$ cat src/rtl/key_press_classifier.sv
// rtl/key_press_classifier.sv - classifies a debounced key into short, long and double-click strobes
// Registered one-cycle strobes; busy follows the registered FSM state.
module key_press_classifier #(
   parameter int LONG_TIME  = 50_000_000,
   parameter int DOUBLE_GAP = 12_500_000,
   parameter int CNT_W      = 26
) (
   input  logic clk,
   input  logic rst,
   input  logic key_in,
   output logic short_pulse,
   output logic long_pulse,
   output logic double_pulse,
   output logic busy
);

   typedef enum logic [2:0] {
      IDLE,
      PRESS1,
      WAIT2,
      PRESS2,
      LONG_HOLD
   } state_t;

   localparam logic [CNT_W-1:0] LONG_LAST = CNT_W'(LONG_TIME - 1);
   localparam logic [CNT_W-1:0] GAP_LAST  = CNT_W'(DOUBLE_GAP - 1);

   state_t             state_q, state_d;
   logic [CNT_W-1:0]   cnt_q, cnt_d;
   logic               key_q, key_d;
   logic               short_q, short_d;
   logic               long_q, long_d;
   logic               double_q, double_d;
   logic               busy_q, busy_d;
   logic               press_edge, release_edge;

   // key level is active-low, so a press is a 1 -> 0 transition
   assign press_edge   = key_q & ~key_in;
   assign release_edge = ~key_q & key_in;

   always_ff @(posedge clk or posedge rst) begin
      if (rst) begin
         state_q  <= IDLE;
         cnt_q    <= '0;
         key_q    <= 1'b0;
         short_q  <= 1'b0;
         long_q   <= 1'b0;
         double_q <= 1'b0;
         busy_q   <= 1'b0;
      end else begin
         state_q  <= state_d;
         cnt_q    <= cnt_d;
         key_q    <= key_d;
         short_q  <= short_d;
         long_q   <= long_d;
         double_q <= double_d;
         busy_q   <= busy_d;
      end
   end

   always_comb begin
      state_d  = state_q;
      cnt_d    = cnt_q;
      key_d    = key_in;
      short_d  = 1'b0;
      long_d   = 1'b0;
      double_d = 1'b0;

      case (state_q)
         IDLE: begin
            if (press_edge) begin
               state_d = PRESS1;
               cnt_d   = '0;
            end
         end
         PRESS1: begin
            cnt_d = cnt_q + CNT_W'(1);
            // release takes priority over a coincident long threshold
            if (release_edge) begin
               state_d = WAIT2;
               cnt_d   = '0;
            end else if (cnt_q == LONG_LAST && !key_in) begin
               state_d = LONG_HOLD;
               long_d  = 1'b1;
               cnt_d   = '0;
            end
         end
         LONG_HOLD: begin
            if (release_edge) state_d = IDLE;
         end
         WAIT2: begin
            cnt_d = cnt_q + CNT_W'(1);
            if (press_edge) begin
               state_d  = PRESS2;
               double_d = 1'b1;
               cnt_d    = '0;
            end else if (cnt_q == GAP_LAST) begin
               state_d = IDLE;
               short_d = 1'b1;
               cnt_d   = '0;
            end
         end
         PRESS2: begin
            if (release_edge) state_d = IDLE;
         end
         default: begin
            state_d = IDLE;
            cnt_d   = '0;
         end
      endcase

      busy_d = (state_d != IDLE);
   end

   assign short_pulse  = short_q;
   assign long_pulse   = long_q;
   assign double_pulse = double_q;
   assign busy         = busy_q;

endmodule

$ cat config.mk
export PLATFORM = sky130hd
export DESIGN_NAME = key_press_classifier
export DESIGN_NICKNAME = d
export VERILOG_FILES = /design/src/rtl/key_press_classifier.sv
export SDC_FILE = /design/constraint.sdc
export NUM_CORES = 1
export LEC_CHECK = 0
export CORE_MARGIN = 2
export CORE_UTILIZATION = 55
export CTS_BUF_LIST = sky130_fd_sc_hd__clkbuf_16
export CTS_CLUSTER_SIZE = 12
export DETAILED_ROUTE_END_ITERATION = 8
export DONT_BUFFER_PORTS = 1
export PLACE_DENSITY = 0.7
export SLEW_MARGIN = 20
export SYNTH_ARGS = -nofsm -noshare
export SYNTH_HDL_FRONTEND = slang
export SYNTH_SLANG_ARGS = --single-unit
export TNS_END_PERCENT = 10
$ cat constraint.sdc
create_clock -name clk -period 2.15 [get_ports clk]
set_input_delay 0.1075 -clock clk [delete_from_list [all_inputs] [get_ports clk]]
set_output_delay 0.1075 -clock clk [all_outputs]
set_load 0.01 [all_outputs]
* Word level (Yosys, flattened, before mapping)
Cells that the tools add are included.
** Cells by class
- $add $sub $neg :: 1
- Eq/ne operators :: 7
- Multiplexer cells :: 21
- Bitwise operators :: 5
- Reductions and logical operators :: 6
** Operator list (count)
- two-way mux 26 bit :: 5
- case mux 26 bit (4 select lines) :: 1
- adder 26 x 1 -> 26 bit, second input constant :: 1
- == test 26 x 24 -> 1 bit, second input constant :: 1
- == test 26 bit, second input constant :: 1
- two-way mux 3 bit :: 6
- case mux 3 bit (4 select lines) :: 1
- two-way mux 1 bit :: 8
- == test 3 x 2 -> 1 bit, second input constant :: 2
- == test 3 x 1 -> 1 bit, second input constant :: 1
- == test 3 bit, second input constant :: 1
- logical NOT 3 bit :: 1
- NOT 1 bit :: 3
- nonzero test 3 bit :: 1
- bitwise AND 1 bit :: 2
- != test 2 bit, second input constant :: 1
- AND reduction 2 bit :: 1
- OR reduction 2 bit :: 1
- logical AND 1 bit :: 1
- logical NOT 1 bit :: 1
** Word-level totals
- Flip-flop bits (word level) :: 34
- Bits of input ports :: 3
- Output and inout port bits :: 4
- Word-level logic and storage cells :: 47

* Logic depth before layout (Yosys ltp)
- Word-level depth :: 6
- Depth in mapped cells :: 7
- Gate-level depth less buffers :: 6

* Worst setup path after synthesis
No wires, ideal clock.
- Kind :: register to register
- Start :: reg cnt_q[0]
- End :: reg busy_q (netlist: busy)
- Library setup time :: 0.131 ns
- Arrival :: 1.694 ns
- Data required time :: 2.019 ns
- Path slack :: 0.324 ns
- Stages on the path, launching flop included :: 7
- Buffers on the path :: 0
- Period minus slack after synthesis :: 1.826 ns
- Cells stage by stage :: dfrtp_1 ha_1 nand3_1 and4b_1 a211oi_1 o31a_1 or3_1
** Between the ends
- Word-level cells in the longest chain between the ends :: 6
- Elaborated cells between the ends (all ways) :: 9
- Classes of those cells :: eq/ne: 2; mux: 5; reduce/logical: 2
** RTL lines
- start, declared :: RTL line 29 : logic [CNT_W-1:0] cnt_q, cnt_d;
- start signal, assigned :: RTL line 52 : cnt_q <= cnt_d;
- == test 26 bit :: RTL line 82 : end else if (cnt_q == LONG_LAST && !key_in) begin
- logical AND 1 bit :: RTL line 82
- two-way mux 3 bit :: RTL line 82
- two-way mux 3 bit :: RTL line 79 : if (release_edge) begin
- case mux 3 bit (4 select lines) * :: RTL line 69 : case (state_q)
- via state_d[1] :: RTL line 28 : state_t state_q, state_d;
- nonzero test 3 bit * :: RTL line 112 : busy_d = (state_d != IDLE);
- via busy_d :: RTL line 34 : logic busy_q, busy_d;
- end signal, assigned :: RTL line 57 : busy_q <= busy_d;
- end, declared :: RTL line 34
The timed path passes the listed nets; every way through them passes the cells marked *.
A chain may end at the register's enable or synchronous reset.

* Worst setup path in the final report
- Start :: reg state_q[2]
- End :: reg cnt_q[11]
** Between the ends
- Word-level cells in the longest chain between the ends :: 4
- Elaborated cells between the ends (all ways) :: 10
- Classes of those cells :: eq/ne: 5; mux: 1; bitwise: 1; reduce/logical: 3
** RTL lines
- start, declared :: RTL line 28
- start signal, assigned :: RTL line 51 : state_q <= state_d;
- branches (longest 4 deep; another with case mux 26 bit (4 select lines))
Parallel ways; which one is timed is not known.

==> flow_metrics.py <==
metrics = {
    "finish": {
        "flow.area_growth_from_synthesis_pct": 13.6,
        "nNetsFinal": 211,
        "share_of_layout_cells_above_drive_strength_1": 0.121,
        "num-fill-cells": 293,
        "n_antenna_cell": 0,
    },
    "floorplan": {
        "die-width_um": 63.2,
        "floorplan_die_height_um": 63.2,
        "initial_utilization": 0.573,
        "floorplan.die_area_mm2": 0.00399,
        "fp.coreArea_mm2": 0.00336,
        "num_io_pins": 7,
        "std_cell_rows": 21,
    },
    "timing": {
        "skew_ns": 0.00756,
        "maxSlewViolCount": 0,
        "max-slew-margin-rel": 0.660,
        "max_clock_freq_mhz": 506,
        "grt_setup_unrepaired": "no",
        "layout_worst_path_cycle_share": 0.918,
        "fin_crit_ns": 1.97,
        "setup_violations": 0,
        "transition_time_at_the_pin_with_the_least_slew_margin_ns": 0.510,
        "final_hold_vio_count": 0,
        "tns_ns": 0,
    },
    "grt": {
        "grt_first_pass_wirelength_um": 7060,
        "maximum_number_of_pins_on_one_net_before_global_route_repair": 23,
        "groute.layer.met1.usage": 0.297,
        "grt_overflow": 0,
        "met2_track_demand_over_resource_in_global_routing": 0.371,
        "grt.met3_usage": 0.0589,
        "grt_usage": 0.231,
        "number_of_antenna_violations_at_the_first_check_in_global_routing": 0,
        "gr_peak_layer": "met2",
        "number_of_global_route_vias_before_repair": 1517,
    },
    "synthesis": {
        "synth_compound_area_frac": 0.0669,
        "netlist_top_cells_area": "sky130_fd_sc_hd__dfrtp_1 (44%), sky130_fd_sc_hd__xnor2_1 (5.9%), sky130_fd_sc_hd__nor2_1 (5.1%)",
        "post_synth_instance_area_mm2": 0.00193,
        "dominantRegCellSynth": "sky130_fd_sc_hd__dfrtp_1",
        "ys_types": 44,
        "syn-mean-instance-area_um2": 9.63,
        "synth-simple-area-share": 0.347,
        "asyncSetResetFlopFracSynth": 1.00,
        "yosys.area_share.adder": 0.0117,
        "synth_mux_area_frac": 0,
        "synth-xor-area-share": 0.0909,
        "synth_fp_nets": 204,
        "main_combinational_cell_family_by_area_after_synthesis": "simple AND/OR/NAND/NOR gates",
        "synth-seq-area-share": 0.442,
        "postSynthRegisterBits": 34,
        "post_synth_edffs": 0,
        "yosys.area.top_type_share": 0.442,
        "netlist_instances": 200,
        "yosysWarningCount": 0,
        "synth_top_cell_by_area": "sky130_fd_sc_hd__dfrtp_1",
    },
    "critical_path": {
        "cp_data_required_time_ns": 2.31,
        "endpoint_kind": "flip-flop",
        "worst_r2r_startpoint": "state_q[2]$_DFF_PP0_",
        "cells_along_the_critical_path": "or3b_1 > a21o_1 > buf_4 > nor4_2 > xnor2_1 > nor2_1",
        "startpoint_type": "flip-flop",
        "worst_setup_path_startpoint": "state_q[2]$_DFF_PP0_",
        "critPathSlowestCell": "sky130_fd_sc_hd__dfrtp_1",
        "logic_depth_of_the_worst_register_to_register_path": 6,
        "cp.depth": 6,
        "crit_end": "cnt_q[11]$_DFFE_PP0P_",
        "critical_path_peak_fanout": 13,
        "cpPeakStageDelay_ns": 0.43,
        "critical_r2r_capture": "cnt_q[11]$_DFFE_PP0P_",
        "wp_data_arrival_ns": 2.14,
        "ff2ff_setup_slack_ns": 0.18,
        "critical_path_buf_inv_count": 1,
        "criticalPathCategory": "reg2reg",
        "timing.critical_path.max_delay_family": "simple AND/OR/NAND/NOR gates",
    },
    "clock_network": {
        "cts.sinks": 34,
        "cts_buffers": 5,
        "cts_tree": "done",
        "clk-insertion-delay-late_ns": 0.28,
        "clk_root_buffer_cell": "sky130_fd_sc_hd__clkbuf_16",
        "h-tree-depth": 2,
        "cts.repair_timing.setup_buffer_count": 0,
        "clock_path_buffers": 2,
        "cts.clk_slew.worst_paths_ns": 0.05,
    },
    "power_and_ir_drop": {
        "irDropWorstVdd_mv": 0.632,
        "p_leak_nw": 0.867,
        "cellPowerDensity_mw_per_mm2": 835,
        "power_w": 0.00183,
    },
    "routing": {
        "drc_errors": 0,
        "vias_per_cell": 5.96,
        "num_vias": 1507,
        "detailedRoute.firstIterationViolations": 69,
        "wl_per_cell_um": 16.1,
        "drt_pass1_iterations": 4,
        "postRouteAntennaNets": 0,
        "wirelength_um": 4070,
    },
    "place": {
        "dp_hpwl_um": 2940,
        "place.port_buffers": 0,
        "finalWeightedCongestion": 0.862,
    },
    "min_path": {
        "hold_path_class": "in2reg",
    },
    "status": {
        "run_status": "finished, final reports clean",
    },
    "job": {
        "max_cap_viol_count": 0,
    },
}
==> what timing repair did <==
| item | CTS | global route |
|---|---|---|
| endpoints found under the hold margin | 13 | 0 |
| gates resized for setup | 0 | 1 |
| hold buffers | 2 | 0 |
| endpoints found under the setup margin | 0 | 4 |
==> cells in the final DEF (no fill, tap or decap), types with 3 or more instances in the layout <==
master and instances:
sky130_fd_sc_hd__and4_1 5, sky130_fd_sc_hd__nor2_1 25, sky130_fd_sc_hd__clkbuf_16 5, sky130_fd_sc_hd__xnor2_1 13
sky130_fd_sc_hd__or3_1 3, sky130_fd_sc_hd__nor3_1 7, sky130_fd_sc_hd__nand2b_1 3, sky130_fd_sc_hd__nand4_1 9
sky130_fd_sc_hd__buf_4 6, sky130_fd_sc_hd__nor4_2 5, sky130_fd_sc_hd__a21oi_1 4, sky130_fd_sc_hd__o21ai_0 6
sky130_fd_sc_hd__nand2_1 11, sky130_fd_sc_hd__xor2_1 7, sky130_fd_sc_hd__inv_1 9, sky130_fd_sc_hd__and2_1 4
sky130_fd_sc_hd__o211ai_1 3, sky130_fd_sc_hd__and3_1 3, sky130_fd_sc_hd__nand3_1 9, sky130_fd_sc_hd__dfrtp_1 34
==> state kept, by name, summed over array words and instances, names as in the netlist <==
name and count:
short_pulse 1, busy 1, cnt_q 26, double_pulse 1, state_q 3, key_q 1, long_pulse 1
==> routing by layer <==
metal,part of all wire,wire length (um)
met5,0,0
met4,0.022,88
met3,0.039,160
met2,0.48,1950
met1,0.46,1870
==> cells in the mapped netlist (3+ instances only) <==
| cell | count |
|---|---|
| sky130_fd_sc_hd__xor2_1 | 7 |
| sky130_fd_sc_hd__nor4_2 | 5 |
| sky130_fd_sc_hd__o211ai_1 | 3 |
| sky130_fd_sc_hd__and3_1 | 3 |
| sky130_fd_sc_hd__buf_2 | 5 |
| sky130_fd_sc_hd__dfrtp_1 | 34 |
| sky130_fd_sc_hd__a21oi_1 | 4 |
| sky130_fd_sc_hd__nand4_1 | 9 |
| sky130_fd_sc_hd__and2_1 | 4 |
| sky130_fd_sc_hd__nor2_1 | 26 |
| sky130_fd_sc_hd__nand3_1 | 9 |
| sky130_fd_sc_hd__o21ai_0 | 6 |
| sky130_fd_sc_hd__nand2b_1 | 3 |
| sky130_fd_sc_hd__inv_1 | 9 |
| sky130_fd_sc_hd__nor3_1 | 8 |
| sky130_fd_sc_hd__or3_1 | 3 |
| sky130_fd_sc_hd__nand2_1 | 11 |
| sky130_fd_sc_hd__and4_1 | 5 |
| sky130_fd_sc_hd__xnor2_1 | 13 |
==> cell families after synthesis <==
group           count (synthesis)
flops                          34
buf+inv                        18
fa+ha+maj                       2
xor+xnor                       20
simple gates                  107
compound gates                 19
==> how the worst min path moves through the flow <==
stage,startpoint,depth (start not counted),to,slack (ns)
6_report,key_in,2,double_pulse$_DFF_PP0_,0.03
5_1_grt,key_in,2,double_pulse$_DFF_PP0_,0.05
2_1_floorplan,key_in,0,key_q$_DFF_PP0_,0.14
4_1_cts,key_in,2,double_pulse$_DFF_PP0_,0.03
3_3_place_gp,rst,1,cnt_q[19]$_DFFE_PP0P_,0.04
3_5_place_dp,rst,1,cnt_q[19]$_DFFE_PP0P_,0.05
==> cell type report <==
| cell class | count | area (um^2) | area share |
|---|---|---|---|
| Sequential cell | 34 | 851 | 0.389 |
| Clock buffer | 5 | 125 | 0.0572 |
| Multi-Input combinational cell | 148 | 1000 | 0.458 |
| Clock inverter | 2 | 33.8 | 0.0154 |
| Inverter | 9 | 33.8 | 0.0154 |
| Tap cell | 46 | 57.6 | 0.0263 |
| Timing Repair Buffer | 9 | 85.1 | 0.0389 |
==> through the flow <==
stage	hold slack [ns]	instance area, um^2	utilization	setup WS (ns)	instances
6_report	0.0343	2190	0.651	0.176	253
5_1_grt	0.0532	2190	0.651	0.00317	253
4_1_cts	0.0262	2190	0.650	0.175	253
3_5_place_dp	0.0543	2010	0.597	0.216	244
3_3_place_gp	0.0432	2010	0.597	0.241	244
2_1_floorplan	0.139	1930	-	0.324	200
==> report_power, final <==
group	internal, W	total, W	switching, W
clock network	0.000535	0.000779	0.000245
registers	0.000681	0.000734	0.0000528
logic	0.000115	0.000314	0.000199
No activity file was read; power rests on OpenSTA's default activity.
